--- config.mk ---
export PLATFORM = sky130hd
export DESIGN_NAME = uart_tx_scheduler
export DESIGN_NICKNAME = d
export VERILOG_FILES = /design/src/rtl/uart_tx_scheduler.sv
export SDC_FILE = /design/constraint.sdc
export NUM_CORES = 1
export LEC_CHECK = 0
export ABC_AREA = 1
export CORE_MARGIN = 1.5
export CORE_UTILIZATION = 68
export CTS_CLUSTER_DIAMETER = 80
export DETAILED_ROUTE_END_ITERATION = 7
export DONT_BUFFER_PORTS = 1
export PLACE_DENSITY_LB_ADDON = 0.3
export SYNTH_ARGS = -nofsm -noshare
export SYNTH_HDL_FRONTEND = slang
export SYNTH_SLANG_ARGS = --single-unit
--- constraint.sdc ---
create_clock -name clk -period 4.4 [get_ports clk]
set_clock_uncertainty 0.2 [all_clocks]
set_input_delay 0.88 -clock clk [delete_from_list [all_inputs] [get_ports clk]]
set_output_delay 0.88 -clock clk [all_outputs]
set_load 0.02 [all_outputs]
--- src/rtl/uart_tx_scheduler.sv ---
`timescale 1ns/1ps
// uart_tx_scheduler
// Shares one UART TX line between two byte-stream sources, A (CROC softcore)
// and B (STM32 bridge). The line is granted to one source per packet.
// A source header byte goes out first, then the payload bytes follow as
// 8N1 frames. B has strict priority, but A is granted once B has won
// MAX_B_STREAK times in a row while A was waiting. A packet is aborted if
// the granted source leaves the line waiting for its next byte for
// STALL_CYCLES clocks.
//
// Optional build macro: UART_TX_SCHED_PARITY_EN
//   When defined, every frame (header and payload) carries an even-parity bit
//   between data bit 7 and the stop bit, which makes each frame 11 bit times.
//   When undefined, frames are plain 8N1 and no parity logic exists.
module uart_tx_scheduler #(
    parameter int          CLK_FREQ     = 20000000,
    parameter int          BAUD_RATE    = 125000,
    parameter logic [7:0]  HDR_A        = 8'h10,
    parameter logic [7:0]  HDR_B        = 8'h20,
    parameter int          MAX_B_STREAK = 4,
    parameter int          STALL_CYCLES = (CLK_FREQ / BAUD_RATE) * 24
) (
    input  logic       clk,
    input  logic       rst_n,
    input  logic       a_valid,
    input  logic [7:0] a_data,
    input  logic       a_last,
    output logic       a_ready,
    input  logic       b_valid,
    input  logic [7:0] b_data,
    input  logic       b_last,
    output logic       b_ready,
    output logic       uart_tx,
    output logic [1:0] grant,
    output logic       busy,
    output logic       abort_pulse
);

    // Clocks per bit must be at least 2 for the baud counter to make sense.
    localparam int CLKS_PER_BIT = CLK_FREQ / BAUD_RATE;

`ifdef UART_TX_SCHED_PARITY_EN
    localparam int FRAME_BITS = 11;
`else
    localparam int FRAME_BITS = 10;
`endif

    localparam int BAUD_W   = (CLKS_PER_BIT > 1) ? $clog2(CLKS_PER_BIT) : 1;
    localparam int STALL_W  = $clog2(STALL_CYCLES + 1);
    localparam int STREAK_W = (MAX_B_STREAK > 0) ? $clog2(MAX_B_STREAK + 1) : 1;

    localparam logic [BAUD_W-1:0]   BAUD_LAST  = BAUD_W'(CLKS_PER_BIT - 1);
    localparam logic [3:0]          BIT_LAST   = 4'(FRAME_BITS - 1);
    localparam logic [STALL_W-1:0]  STALL_LAST = STALL_W'(STALL_CYCLES - 1);
    localparam logic [STREAK_W-1:0] STREAK_MAX = STREAK_W'(MAX_B_STREAK);

    typedef enum logic [1:0] {
        S_IDLE  = 2'd0,
        S_SHIFT = 2'd1,
        S_WAIT  = 2'd2
    } state_t;

    state_t                 state;
    state_t                 next_state;

    logic [FRAME_BITS-1:0]  shift_reg;
    logic [3:0]             bit_cnt;
    logic [BAUD_W-1:0]      baud_cnt;
    logic [STALL_W-1:0]     stall_cnt;
    logic [STREAK_W-1:0]    b_streak;
    logic                   is_header;
    logic                   last_flag;

    logic                   pick_a;
    logic                   pick_b;
    logic                   abort_now;
    logic                   bit_done;
    logic                   frame_done;
    logic                   payload_hs;
    logic [7:0]             pay_data;
    logic                   pay_last;

    // Builds the full on-line bit sequence of one frame, LSB first:
    // start bit, data bits, optional even parity, stop bit.
    function automatic logic [FRAME_BITS-1:0] make_frame(input logic [7:0] data);
`ifdef UART_TX_SCHED_PARITY_EN
        return {1'b1, ^data, data, 1'b0};
`else
        return {1'b1, data, 1'b0};
`endif
    endfunction

    // Handshake, frame timing and payload selection derived from current state.
    always_comb begin
        a_ready    = (state == S_WAIT) && grant[0];
        b_ready    = (state == S_WAIT) && grant[1];
        busy       = (state != S_IDLE);
        bit_done   = (state == S_SHIFT) && (baud_cnt == BAUD_LAST);
        frame_done = bit_done && (bit_cnt == BIT_LAST);
        payload_hs = (a_valid && a_ready) || (b_valid && b_ready);
        pay_data   = grant[1] ? b_data : a_data;
        pay_last   = grant[1] ? b_last : a_last;
    end

    // State register for the packet FSM.
    always_ff @(posedge clk) begin
        if (!rst_n) begin
            state <= S_IDLE;
        end else begin
            state <= next_state;
        end
    end

    // Next-state logic: arbitration in idle, frame completion, payload wait and stall abort.
    always_comb begin
        next_state = state;
        pick_a     = 1'b0;
        pick_b     = 1'b0;
        abort_now  = 1'b0;
        case (state)
            S_IDLE: begin
                if (b_valid && !(a_valid && (b_streak == STREAK_MAX))) begin
                    pick_b     = 1'b1;
                    next_state = S_SHIFT;
                end else if (a_valid) begin
                    pick_a     = 1'b1;
                    next_state = S_SHIFT;
                end
            end
            S_SHIFT: begin
                if (frame_done) begin
                    next_state = (is_header || !last_flag) ? S_WAIT : S_IDLE;
                end
            end
            S_WAIT: begin
                if (payload_hs) begin
                    next_state = S_SHIFT;
                end else if (stall_cnt == STALL_LAST) begin
                    abort_now  = 1'b1;
                    next_state = S_IDLE;
                end
            end
            default: begin
                next_state = S_IDLE;
            end
        endcase
    end

    // Datapath: grant ownership, starvation streak, shifter, bit/baud/stall counters.
    always_ff @(posedge clk) begin
        if (!rst_n) begin
            grant       <= 2'b00;
            b_streak    <= '0;
            shift_reg   <= '1;
            bit_cnt     <= '0;
            baud_cnt    <= '0;
            stall_cnt   <= '0;
            is_header   <= 1'b0;
            last_flag   <= 1'b0;
            abort_pulse <= 1'b0;
        end else begin
            abort_pulse <= abort_now;
            case (state)
                S_IDLE: begin
                    bit_cnt   <= '0;
                    baud_cnt  <= '0;
                    stall_cnt <= '0;
                    if (pick_b) begin
                        grant     <= 2'b10;
                        shift_reg <= make_frame(HDR_B);
                        is_header <= 1'b1;
                        last_flag <= 1'b0;
                        if (!a_valid) begin
                            b_streak <= '0;
                        end else if (b_streak != STREAK_MAX) begin
                            b_streak <= b_streak + 1'b1;
                        end
                    end else if (pick_a) begin
                        grant     <= 2'b01;
                        shift_reg <= make_frame(HDR_A);
                        is_header <= 1'b1;
                        last_flag <= 1'b0;
                        b_streak  <= '0;
                    end
                end
                S_SHIFT: begin
                    if (bit_done) begin
                        baud_cnt  <= '0;
                        shift_reg <= {1'b1, shift_reg[FRAME_BITS-1:1]};
                        if (frame_done) begin
                            bit_cnt   <= '0;
                            stall_cnt <= '0;
                            if (!is_header && last_flag) begin
                                grant <= 2'b00;
                            end
                        end else begin
                            bit_cnt <= bit_cnt + 1'b1;
                        end
                    end else begin
                        baud_cnt <= baud_cnt + 1'b1;
                    end
                end
                S_WAIT: begin
                    if (payload_hs) begin
                        shift_reg <= make_frame(pay_data);
                        last_flag <= pay_last;
                        is_header <= 1'b0;
                        bit_cnt   <= '0;
                        baud_cnt  <= '0;
                        stall_cnt <= '0;
                    end else if (abort_now) begin
                        grant     <= 2'b00;
                        stall_cnt <= '0;
                    end else begin
                        stall_cnt <= stall_cnt + 1'b1;
                    end
                end
                default: begin
                    grant <= 2'b00;
                end
            endcase
        end
    end

    // Registered line driver: idle high, otherwise the current shifter bit one cycle later.
    always_ff @(posedge clk) begin
        if (!rst_n) begin
            uart_tx <= 1'b1;
        end else begin
            uart_tx <= (state == S_SHIFT) ? shift_reg[0] : 1'b1;
        end
    end

endmodule

# Yosys cells after proc, flatten, opt, wreduce, memory -nomap -nowiden
# Cells that the tools add are included.
# word_totals
in_bits,22
regBits,45
elab_cells,114
# classes
add_sub_neg,4
mux,54
n_reduce_logical,28
eq_ne,17
# op_table
op,count
$mux 12,4
$mux 10,4
$pmux 12 s3,1
$pmux 10 s3,1
$mux 2,13
$mux 8,3
$pmux 8 s3,1
$mux 1,15
$reduce_and 3->1,5
$add 12x1->12 const B,1
$eq 12x12->1 const B,1
$mux 3,4
$mux 4,3
$ne 2x2->1 const B,6
$pmux 2 s3,2
$pmux 4 s3,1
$logic_and 1x1->1,9
$ne 3x3->1 const B,3
$add 8x1->8 const B,1
$eq 8x8->1 const B,1
$ne 3x2->1 const B,2
$reduce_and 6->1,1
$reduce_bool 2->1,3
$add 4x1->4 const B,1
12 further kinds,17

# Logic depth before layout (Yosys ltp)
# logic_depth
depth_word,9
mapped_depth,13
ltp_nobuf,12

# Least setup slack after synthesis
# Ideal clock, no wire load.
# synth_timing
path_type,input port to flip-flop
start,input port a_valid
end,register shift_reg[2]
setup_slack_ns,2.343
cell_stages,10
t_required_ns,4.061
path_buffers,1
t_arrival_ns,1.718
path_cell_list,nand3_1 > nand2_2 > inv_2 > nand2_4 > nand2_4 > nor2_8 > nand2_4 > inv_6 > buf_12 > o211ai_1
# synth_via
elab_chain_cells,7
# synth_lines
item,line,rtl
from (decl),25,"input logic a_valid,"
$logic_and 1x1->1,122,if (b_valid && !(a_valid && (b_streak == STREAK_MAX))) begin
$logic_not 1->1,122,
$logic_and 1x1->1,122,
$mux 1,122,
$mux 1,120,case (state)
$ne 3x3->1 (no line) or $mux 10 (tied branches),n/a,
$reduce_and 4->1 (no line) or $pmux 10 s3 (tied branches),n/a,
to (signal assigned),170,shift_reg <= make_frame(HDR_B);
to (signal assigned),180,shift_reg <= make_frame(HDR_A);
to (signal assigned),189,"shift_reg <= {1'b1, shift_reg[FRAME_BITS-1:1]};"
to (decl),66,logic [FRAME_BITS-1:0] shift_reg;
# Parallel ways exist; a longest one is shown, timed or not.
# A chain may end at the register's enable or synchronous reset.

# Worst setup path in the final report
# layout_timing
start,register state[0]
end,output port b_ready
# layout_via
elab_chain_cells,2
# layout_lines
item,line,rtl
from (decl),63,state_t state;
from (signal assigned),110,state <= next_state;
$eq 2x2->1,96,b_ready = (state == S_WAIT) && grant[1];
$logic_and 1x1->1,96,
to (decl),32,"output logic b_ready,"
# Every way passes these cells.

==> metrics.md <==
| Metric | Value |
|---|---|
| Endpoints failing setup | `0` |
| Synth top area share | `36.0%` |
| H-Tree Level Count | `2` |
| Synth Net Count | `364` |
| Most frequent cells in the layout | `nand2_1, nor2_1, dfxtp_1` |
| Cells along the critical path | `inv_1 -> ha_1 -> nand2_1 -> inv_1` |
| Critical-path maximum fanout | `12` |
| Post-synth EDFFs | `0` |
| Slowest cell on the critical path | `ha_1` |
| Via count | `2088` |
| Avg Inst Size Synth | `7.38 um2` |
| # clock sinks | `44` |
| Vias per cell | `5.54` |
| Post-CTS resize count | `0` |
| Final period util | `59.3%` |
| Reg2Reg Depth | `11` |
| Post-Layout Cell Count | `377` |
| Core area | `3390 um2` |
| Vias in the first global route | `1920` |
| Total of max-cap violations | `0` |
| Least-Margin Pin Slew | `0.607 ns` |
| Initial Utilization | `72.2%` |
| Slew Limit Fails | `0` |
| Row count | `21` |
| Layout cells sized above 1 | `10.9%` |
| Placed cells | `371` |
| Sequential Area | `881 um2` |
| Share of flip-flops with an asynchronous set or reset | `0%` |
| # DRC | `0` |
| GRT Util Overall | `26.0%` |
| Hold Path Cell Cnt | `1` |
| Commonest non-fill, non-tap cell in the layout | `nand2_1` |
| Critical path class | `reg2out` |
| Cell taking the most area after synthesis | `dfxtp_1` |
| Hold_buf cts | `0` |
| Final weighted congestion of routability-driven global placement | `0.823` |
| LEAKAGE | `1.07 nW` |
| CP bufs+invs | `2` |
| Req. time, crit path | `3.32 ns` |
| Worst endpoint data arrival time | `1.53 ns` |
| Total die area | `3970 um2` |
| Crit path launch type | `flop` |
| Fin nets | `364` |
| Clk pin slew, worst setup/hold paths | `0.12 ns` |
| Synth unique cells | `46` |
| Final ANT Viol Nets | `0` |
| Post-CTS setup buffers | `0` |
| First-pass GRT wire length | `8.34 mm` |
| Worst path max stage delay | `0.45 ns` |
| Worst vdd ir | `0.374 mV` |
| Final HPWL DP | `3.54 mm` |
| Fill cells | `265` |
| Root buf cell | `clkbuf_4` |
| Yosys warning count | `0` |
| CTS tree | `yes` |
| Status | `finished clean` |
| CTS max path bufs | `2` |
| Max Freq | `0.383 GHz` |
| Drt total wl | `4.75 mm` |
| Most used cell, CP | `inv_1` |
| 1st-iter DRT viols | `147` |
| Synth Cell Area | `2450 um2` |
| Power per Cell Area | `559 nW/um2` |
| TNS Setup | `0 ns` |
| Top Ports | `29` |
| Max reg flops | `12` |
| Worst-Skew Late Latency | `0.36 ns` |
| Levels on crit path | `4` |
| Main synth FF type | `dfxtp_1` |
| Mapped Cells | `332` |
| Setup crit end kind | `primary output` |
| #FFs+latches synth | `44` |
| Ant. Diodes | `0` |
| Hold Crit Class | `reg2reg` |
| Routed WL per cell | `12.6 um` |
| Grt ovf | `0` |
| Die width | `63.0 um` |
| Largest net degree at the start of global routing | `19` |
| Initial antenna violation count | `0` |
| Relative slew slack | `59.5%` |
| TritonCTS buffer count | `5` |
| First-pass detailed-route iteration total | `4` |
| Crit path time final | `2.61 ns` |
| RSZ-0062 raised after global routing | `false` |
| Crit-path leading delay family | `adder cells` |
| Number of hold violations in the final report | `0` |
| Area of the multi-input gates | `1350 um2` |
| Chip Height | `63.0 um` |
| PortBufs | `0` |
| Area delta synth->final | `3.27%` |
| Sequential-to-total area share from yosys stat | `36.0%` |
| Synth area leaders | `dfxtp_1, nand2_1, nor2_1` |
## per-stage QoR
step	instance area, um2	util [%]	hold WS (ns)	power, mW	setup WS, ns
after CTS	2530	74.6	0.263	1.41	1.80
after global placement	2460	72.6	0.233	1.16	2.24
after floorplan	2450	-	0.215	1.09	2.34
final	2530	74.6	0.260	1.41	1.79
after detailed placement	2460	72.6	0.237	1.18	2.20
after global routing	2530	74.6	0.284	1.53	1.71
## per-layer routing
| layer | vias to the layer above | global-route usage [%] | wire length, um |
|---|---|---|---|
| li1 | 1085 | - | - |
| met1 | 951 | 33.4 | 2200 |
| met2 | 47 | 43.9 | 2290 |
| met3 | 5 | 5.95 | 226 |
| met4 | 0 | 6.67 | 32 |
| met5 | - | 0 | 0 |
## final timing paths
check | start | end | slack, ns
worst max-delay path | state[0] | b_ready | 1.79
worst min-delay path | shift_reg[0] | uart_tx | 0.26
worst max register to register | state[0] | baud_cnt[5] | 2.14
worst min register to register | shift_reg[0] | uart_tx | 0.26
## power by group
part           total (mW)  leakage, nW  internal, mW  switching [mW]
Clock               0.240       0.0371         0.114           0.126
Combinational       0.628        0.671         0.209           0.419
Sequential          0.547        0.360         0.481          0.0659
Total                1.41         1.07         0.804           0.611
## area by class of cell
| cell class | count | share of cell area [%] |
|---|---|---|
| multi-input combinational | 239 | 53.5 |
| clock buffer | 5 | 1.48 |
| inverter | 42 | 6.73 |
| clock inverter | 1 | 1.19 |
| sequential | 44 | 34.8 |
| tap | 46 | 2.28 |
## cells in the mapped netlist (all sizes together), types with 2 or more instances
library cell and instances:
o21ai 23, a21oi 19, nand2 68, ha 10, or2 2, a31oi 2
o211ai 5, dfxtp 44, a211oi 3, nand4 2, inv 41, clkbuf 5
o32ai 5, nand3 26, nor3b 4, xor2 4, nor3 2, nand3b 3
buf 2, nor2 55
## worst register-to-register path, delay by kind of cell (launching register included)
kind / cells / cell delay [ns]
and+or+nand+nor: 7 / 0.88
adders and majority gates: 1 / 0.45
DFF: 1 / 0.35
buffers and inverters: 3 / 0.28
## kinds of logic after synthesis
kind of cell	count (synthesis)	share of synthesized area, %
buffers and inverters	49	8.79
AO/OA/AOI/OAI	61	15.3
adder cells (fa/ha/maj)	10	5.11
flip-flops	44	36.0
XOR/XNOR	5	1.79
AND/OR/NAND/NOR	163	33.0
Power figures use the tool's default switching activity.
